===== config.mk =====
export PLATFORM = sky130hd
export DESIGN_NAME = rom_fetch_ctrl
export DESIGN_NICKNAME = d
export VERILOG_FILES = /design/src/rtl/rom_fetch_ctrl.sv
export SDC_FILE = /design/constraint.sdc
export NUM_CORES = 1
export LEC_CHECK = 0
export BUFFER_PORTS_ARGS = -buffer_cell sky130_fd_sc_hd__buf_2
export CORE_UTILIZATION = 35
export CTS_CLUSTER_DIAMETER = 200
export DETAILED_ROUTE_END_ITERATION = 7
export SLEW_MARGIN = 5
export SYNTH_ARGS = -nofsm -noshare
export SYNTH_HDL_FRONTEND = slang
export SYNTH_SLANG_ARGS = --single-unit

===== constraint.sdc =====
create_clock -name CLK -period 5.45 [get_ports CLK]
set_clock_uncertainty 0.1 [all_clocks]
set_input_delay 1.09 -clock CLK [delete_from_list [all_inputs] [get_ports CLK]]
set_output_delay 1.09 -clock CLK [all_outputs]
set_load 0.02 [all_outputs]

===== src/rtl/rom_fetch_ctrl.sv =====
// Fetch controller in front of a 4096x16 synchronous ROM: window decode, demand reads
// with one-cycle ROM latency, and a one-word sequential prefetch buffer.
module rom_fetch_ctrl #(
  parameter logic [2:0] ROM_BASE = 3'b000,
  parameter bit         PREFETCH = 1'b1
) (
  input  logic        CLK,
  input  logic        RESET,
  input  logic        cpu_req,
  input  logic        cpu_we,
  input  logic [15:0] cpu_addr,
  output logic        cpu_busy,
  output logic        cpu_ready,
  output logic [15:0] cpu_data,
  output logic        pf_hit,
  output logic        rom_ncs,
  output logic [11:0] rom_addr,
  input  logic [15:0] rom_do
);

  localparam logic [2:0] IDLE    = 3'd0;
  localparam logic [2:0] D_ISSUE = 3'd1;
  localparam logic [2:0] D_WAIT  = 3'd2;
  localparam logic [2:0] P_ISSUE = 3'd3;
  localparam logic [2:0] P_WAIT  = 3'd4;

  logic [2:0]  state;
  logic        pf_valid;
  logic [11:0] pf_addr;
  logic [15:0] pf_data;
  logic        pend_v;
  logic [11:0] pend_a;

  logic        acc_rd;
  logic        acc_wr;
  logic [11:0] wa;
  logic        eff_v;
  logic [11:0] eff_a;
  logic [11:0] base_a;
  logic        pf_go;
  logic        addr_lsb_unused;

  assign addr_lsb_unused = cpu_addr[0];

  always_comb begin
    wa     = cpu_addr[12:1];
    acc_rd = cpu_req && !cpu_busy && (cpu_addr[15:13] == ROM_BASE) && !cpu_we;
    acc_wr = cpu_req && !cpu_busy && (cpu_addr[15:13] == ROM_BASE) && cpu_we;
    // A read strobed on the P_WAIT edge itself is resolved together with a latched one.
    eff_v  = pend_v || acc_rd;
    eff_a  = pend_v ? pend_a : wa;
    // rom_addr still holds the demand word in D_WAIT, since it only moves with rom_ncs=0.
    base_a = wa;
    if (state == D_WAIT)      base_a = rom_addr;
    else if (state == P_WAIT) base_a = eff_a;
    pf_go  = PREFETCH && (base_a != '1);
  end

  always_ff @(posedge CLK) begin
    if (RESET) begin
      state     <= IDLE;
      rom_ncs   <= 1'b1;
      rom_addr  <= '0;
      cpu_ready <= 1'b0;
      cpu_busy  <= 1'b0;
      cpu_data  <= '0;
      pf_hit    <= 1'b0;
      pf_valid  <= 1'b0;
      pf_addr   <= '0;
      pf_data   <= '0;
      pend_v    <= 1'b0;
      pend_a    <= '0;
    end else begin
      cpu_ready <= 1'b0;
      pf_hit    <= 1'b0;
      case (state)
        IDLE: begin
          if (acc_wr) begin
            cpu_ready <= 1'b1;
          end else if (acc_rd) begin
            if (pf_valid && wa == pf_addr) begin
              cpu_data  <= pf_data;
              cpu_ready <= 1'b1;
              pf_hit    <= 1'b1;
              pf_valid  <= 1'b0;
              if (pf_go) begin
                rom_ncs  <= 1'b0;
                rom_addr <= base_a + 12'd1;
                pf_addr  <= base_a + 12'd1;
                state    <= P_ISSUE;
              end else begin
                state <= IDLE;
              end
            end else begin
              rom_ncs  <= 1'b0;
              rom_addr <= wa;
              cpu_busy <= 1'b1;
              pf_valid <= 1'b0;
              state    <= D_ISSUE;
            end
          end
        end
        D_ISSUE: begin
          rom_ncs <= 1'b1;
          state   <= D_WAIT;
        end
        D_WAIT: begin
          cpu_data  <= rom_do;
          cpu_ready <= 1'b1;
          cpu_busy  <= 1'b0;
          if (pf_go) begin
            rom_ncs  <= 1'b0;
            rom_addr <= base_a + 12'd1;
            pf_addr  <= base_a + 12'd1;
            state    <= P_ISSUE;
          end else begin
            state <= IDLE;
          end
        end
        P_ISSUE: begin
          rom_ncs <= 1'b1;
          state   <= P_WAIT;
          if (acc_wr && !pend_v) cpu_ready <= 1'b1;
          if (acc_rd && !pend_v) begin
            pend_v <= 1'b1;
            pend_a <= wa;
          end
        end
        P_WAIT: begin
          pend_v <= 1'b0;
          if (acc_wr && !pend_v) cpu_ready <= 1'b1;
          if (eff_v && eff_a == pf_addr) begin
            cpu_data  <= rom_do;
            cpu_ready <= 1'b1;
            pf_hit    <= 1'b1;
            pf_valid  <= 1'b0;
            if (pf_go) begin
              rom_ncs  <= 1'b0;
              rom_addr <= base_a + 12'd1;
              pf_addr  <= base_a + 12'd1;
              state    <= P_ISSUE;
            end else begin
              state <= IDLE;
            end
          end else if (eff_v) begin
            rom_ncs  <= 1'b0;
            rom_addr <= eff_a;
            cpu_busy <= 1'b1;
            pf_valid <= 1'b0;
            state    <= D_ISSUE;
          end else begin
            pf_data  <= rom_do;
            pf_valid <= 1'b1;
            state    <= IDLE;
          end
        end
        default: state <= IDLE;
      endcase
    end
  end

endmodule

==> results.sh <==
export IMPL_syn_avg_cell_area_um2=8.041
export IMPL_netlist_top_cells_area="dfxtp_1 (33%), nand2_1 (5.8%), a21oi_1 (5.6%)"
export IMPL_grt_pass1_vias=4262
export IMPL_worstPathRequired_ns=5.62
export IMPL_drcViolationCount=0
export IMPL_tightest_slew_ns=1.016
export IMPL_final_seq_area_mm2=0.001541
export IMPL_netlist_instances=574
export IMPL_path_buf_inv=2
export IMPL_fill_cells=1376
export IMPL_yosysWarnings=0
export IMPL_drive_gt1_share_pct=19.84
export IMPL_setup_slack_ns=1.394
export IMPL_arrival_ns=4.22
export IMPL_clkPwrFrac_pct=48.5
export IMPL_cts_htree_levels=3
export IMPL_antenna_found_initial=0
export IMPL_synth_edf_count=0
export IMPL_n_antenna_cell=0
export IMPL_drv_cap=0
export IMPL_critical_path_peak_fanout=30
export IMPL_wirelength_um=14090
export IMPL_vias=4520
export IMPL_min_period_ns=4.056
export IMPL_switching_power_mw=0.3272
export IMPL_yosysMostFrequentCell="dfxtp_1"
export IMPL_finalCritPeriodShare_pct=74.42
export IMPL_postRouteAntennaNets=0
export IMPL_core_mm2=0.01272
export IMPL_cp_common_cell="inv_1"
export IMPL_clock_latency_ns=0.34
export IMPL_grt_pass1_wl_um=22370
export IMPL_cts_setup_buffers=0
export IMPL_drtPass1Iterations=7
export IMPL_post_cts_resize_count=0
export IMPL_finalSetupTns_ns=0
export IMPL_swShare_pct=24.86
export IMPL_cts_max_path_buffers=2
export IMPL_slew_headroom_pct=32.18
export IMPL_wl_per_cell_um=17.67
export IMPL_combinationalPowerShare_pct=8.1
export IMPL_synthArstFlopShare_pct=0
export IMPL_synth_commonest_cells="dfxtp_1 (77), nand2_1 (71), nor2_1 (64), a21oi_1 (52), mux2i_1 (26)"
export IMPL_hold_violations=0
export IMPL_grt_overflow=0
export IMPL_status="completed"
export IMPL_fp_dieW_um=116.8
export IMPL_cpLargestDelayFamily="simple AND/OR/NAND/NOR gates"
export IMPL_start_kind="register"
export IMPL_area_growth_pct=16.10
export IMPL_row_count=41
export IMPL_pwr_share_seq_pct=43.4
export IMPL_cts_sinks=77
export IMPL_finalSetupViolCount=0
export IMPL_drt_iter0_drc=415
export IMPL_place_detailed_hpwl_um=9840
export IMPL_cts_root_buf="clkbuf_16"
export IMPL_finalNetCount=657
export IMPL_synth_ff_type="dfxtp_1"
export IMPL_grt_max_degree=63
export IMPL_hold_buffers=0
export IMPL_multi_input_comb_area_mm2=0.002823
export IMPL_ys_seq_area_share_pct=33.40
export IMPL_crit_slowest_cell="dfxtp_1"
export IMPL_gr_usage_all_layers_pct=21.67
export IMPL_fmax_ghz=0.2465
export IMPL_cell_internal_pwr_mw=0.9890
export IMPL_cts_inserted_buffers=9
export IMPL_worst_path_largest_cell_delay_ns=0.99
export IMPL_gp_congestion=0.9178
export IMPL_ys_types=65
export IMPL_rsz0062_at_grt="no"
export IMPL_path_class="reg -> reg"
export IMPL_portBuffers=66
export IMPL_yosysTopAreaCell="dfxtp_1"
export IMPL_ir_worst_vdd_uv=169.6
export IMPL_ios=68
export IMPL_die_h_um=116.8
export IMPL_synth_top_area_share_pct=33.40
export IMPL_initial_core_util_pct=36.28
export IMPL_dp_slack_ns=1.284
export IMPL_cellPowerDensity_mw_per_mm2=245.6
export IMPL_hp_class="reg -> reg"
export IMPL_synth_nets=611
export IMPL_ys_ff_latch=77
export IMPL_crit_path_end_kind="register"
export IMPL_clk_pin_slew_ns=0.06
export IMPL_synth_area_mm2=0.004616
export IMPL_worstPathCellList="or3b_1, o221ai_1, inv_1, ha_1, inv_1, nor4_4, nand4_4, and2_1, nor2_1, a211oi_2"
export IMPL_slew_viol_final=0
export IMPL_leakagePower_nw=1.840
export IMPL_die_area_mm2=0.01365
export IMPL_viasPerCell=5.671
export IMPL_cts_tree="done"
export IMPL_fin_total_pwr_mw=1.316
## cells in the final DEF, fill, tap and decap left out, types with 16 or more instances in the layout
master    count
dfxtp_1      77
a21oi_1      51
o21ai_0      23
nand2_1      71
xnor2_1      25
nand3_1      16
buf_2        66
nor2_1       64
a211oi_1     18
mux2i_1      26
## layout make-up
type,count,share of cell area [%]
multi-input combinational,441,52.67
sequential,77,28.76
timing repair buffer,76,7.565
clock buffer,11,4.716
tap,172,4.016
clock inverter,5,1.214
inverter,15,1.051
## power groups by stage
stage	Clock (mW)	Combinational (mW)	Sequential, mW
detailed placement	0	0.104	0.583
global placement	0	0.103	0.583
finish	0.639	0.107	0.571
floorplan	0	0.0629	0.585
global route	0.679	0.115	0.571
CTS	0.653	0.105	0.570
## path summary, 6_finish.rpt
check | from | to | slack (ns) | cells past startpoint
min | pf_data[3] | pf_data[3] | 0.35 | 2
min reg2reg | pf_data[3] | pf_data[3] | 0.35 | 2
max | state[1] | pf_addr[2] | 1.39 | 10
max reg2reg | state[1] | pf_addr[2] | 1.39 | 10
## registers in the layout, summed over array words and instances (netlist names)
| name | flops |
|---|---|
| pf_valid | 1 |
| rom_addr | 12 |
| pf_data | 16 |
| pend_a | 12 |
| pend_v | 1 |
| pf_addr | 12 |
| cpu_ready | 1 |
| rom_ncs | 1 |
| cpu_busy | 1 |
| state | 3 |
| cpu_data | 16 |
| pf_hit | 1 |
## worst register-to-register path, delay by kind of cell, from the launching register on
family	cells	cell delay [ns]
AO/OA/AOI/OAI	2	0.59
adder cells (fa/ha/maj)	1	0.23
buffers and inverters	2	0.22
flip-flops	1	0.99
AND/OR/NAND/NOR	5	1.85
## kinds of logic after synthesis
kind of cell             after synthesis  share of synthesized area [%]
AND/OR/NAND/NOR                      216                          23.67
multiplexers                          29                          6.370
AO/OA/AOI/OAI                        166                          25.26
adder cells (fa/ha/maj)                1                         0.2710
XOR/XNOR                              29                          5.503
flip-flops                            77                          33.40
buffers and inverters                 56                          5.530
## stage by stage
stage / std cells / util (%) / instance area, um^2 / hold slack (ns)
2_1_floorplan: 574 / - / 4616 / 0.3329
3_3_place_gp: 781 / 39.62 / 5041 / 0.3408
3_5_place_dp: 781 / 39.62 / 5041 / 0.3474
4_1_cts: 797 / 42.12 / 5359 / 0.3556
5_1_grt: 797 / 42.12 / 5359 / 0.3820
6_report: 797 / 42.12 / 5359 / 0.3539
## per-layer routing
| metal | vias to the layer above | GRT usage, % | wire length [um] |
|---|---|---|---|
| met5 | - | 0 | 0 |
| met4 | 0 | 6.245 | 222 |
| met3 | 20 | 7.518 | 1414 |
| met2 | 233 | 34.91 | 6512 |
| met1 | 2102 | 27.39 | 5937 |
| li1 | 2165 | - | - |
Note: power is estimated with default switching activity, not from simulation.
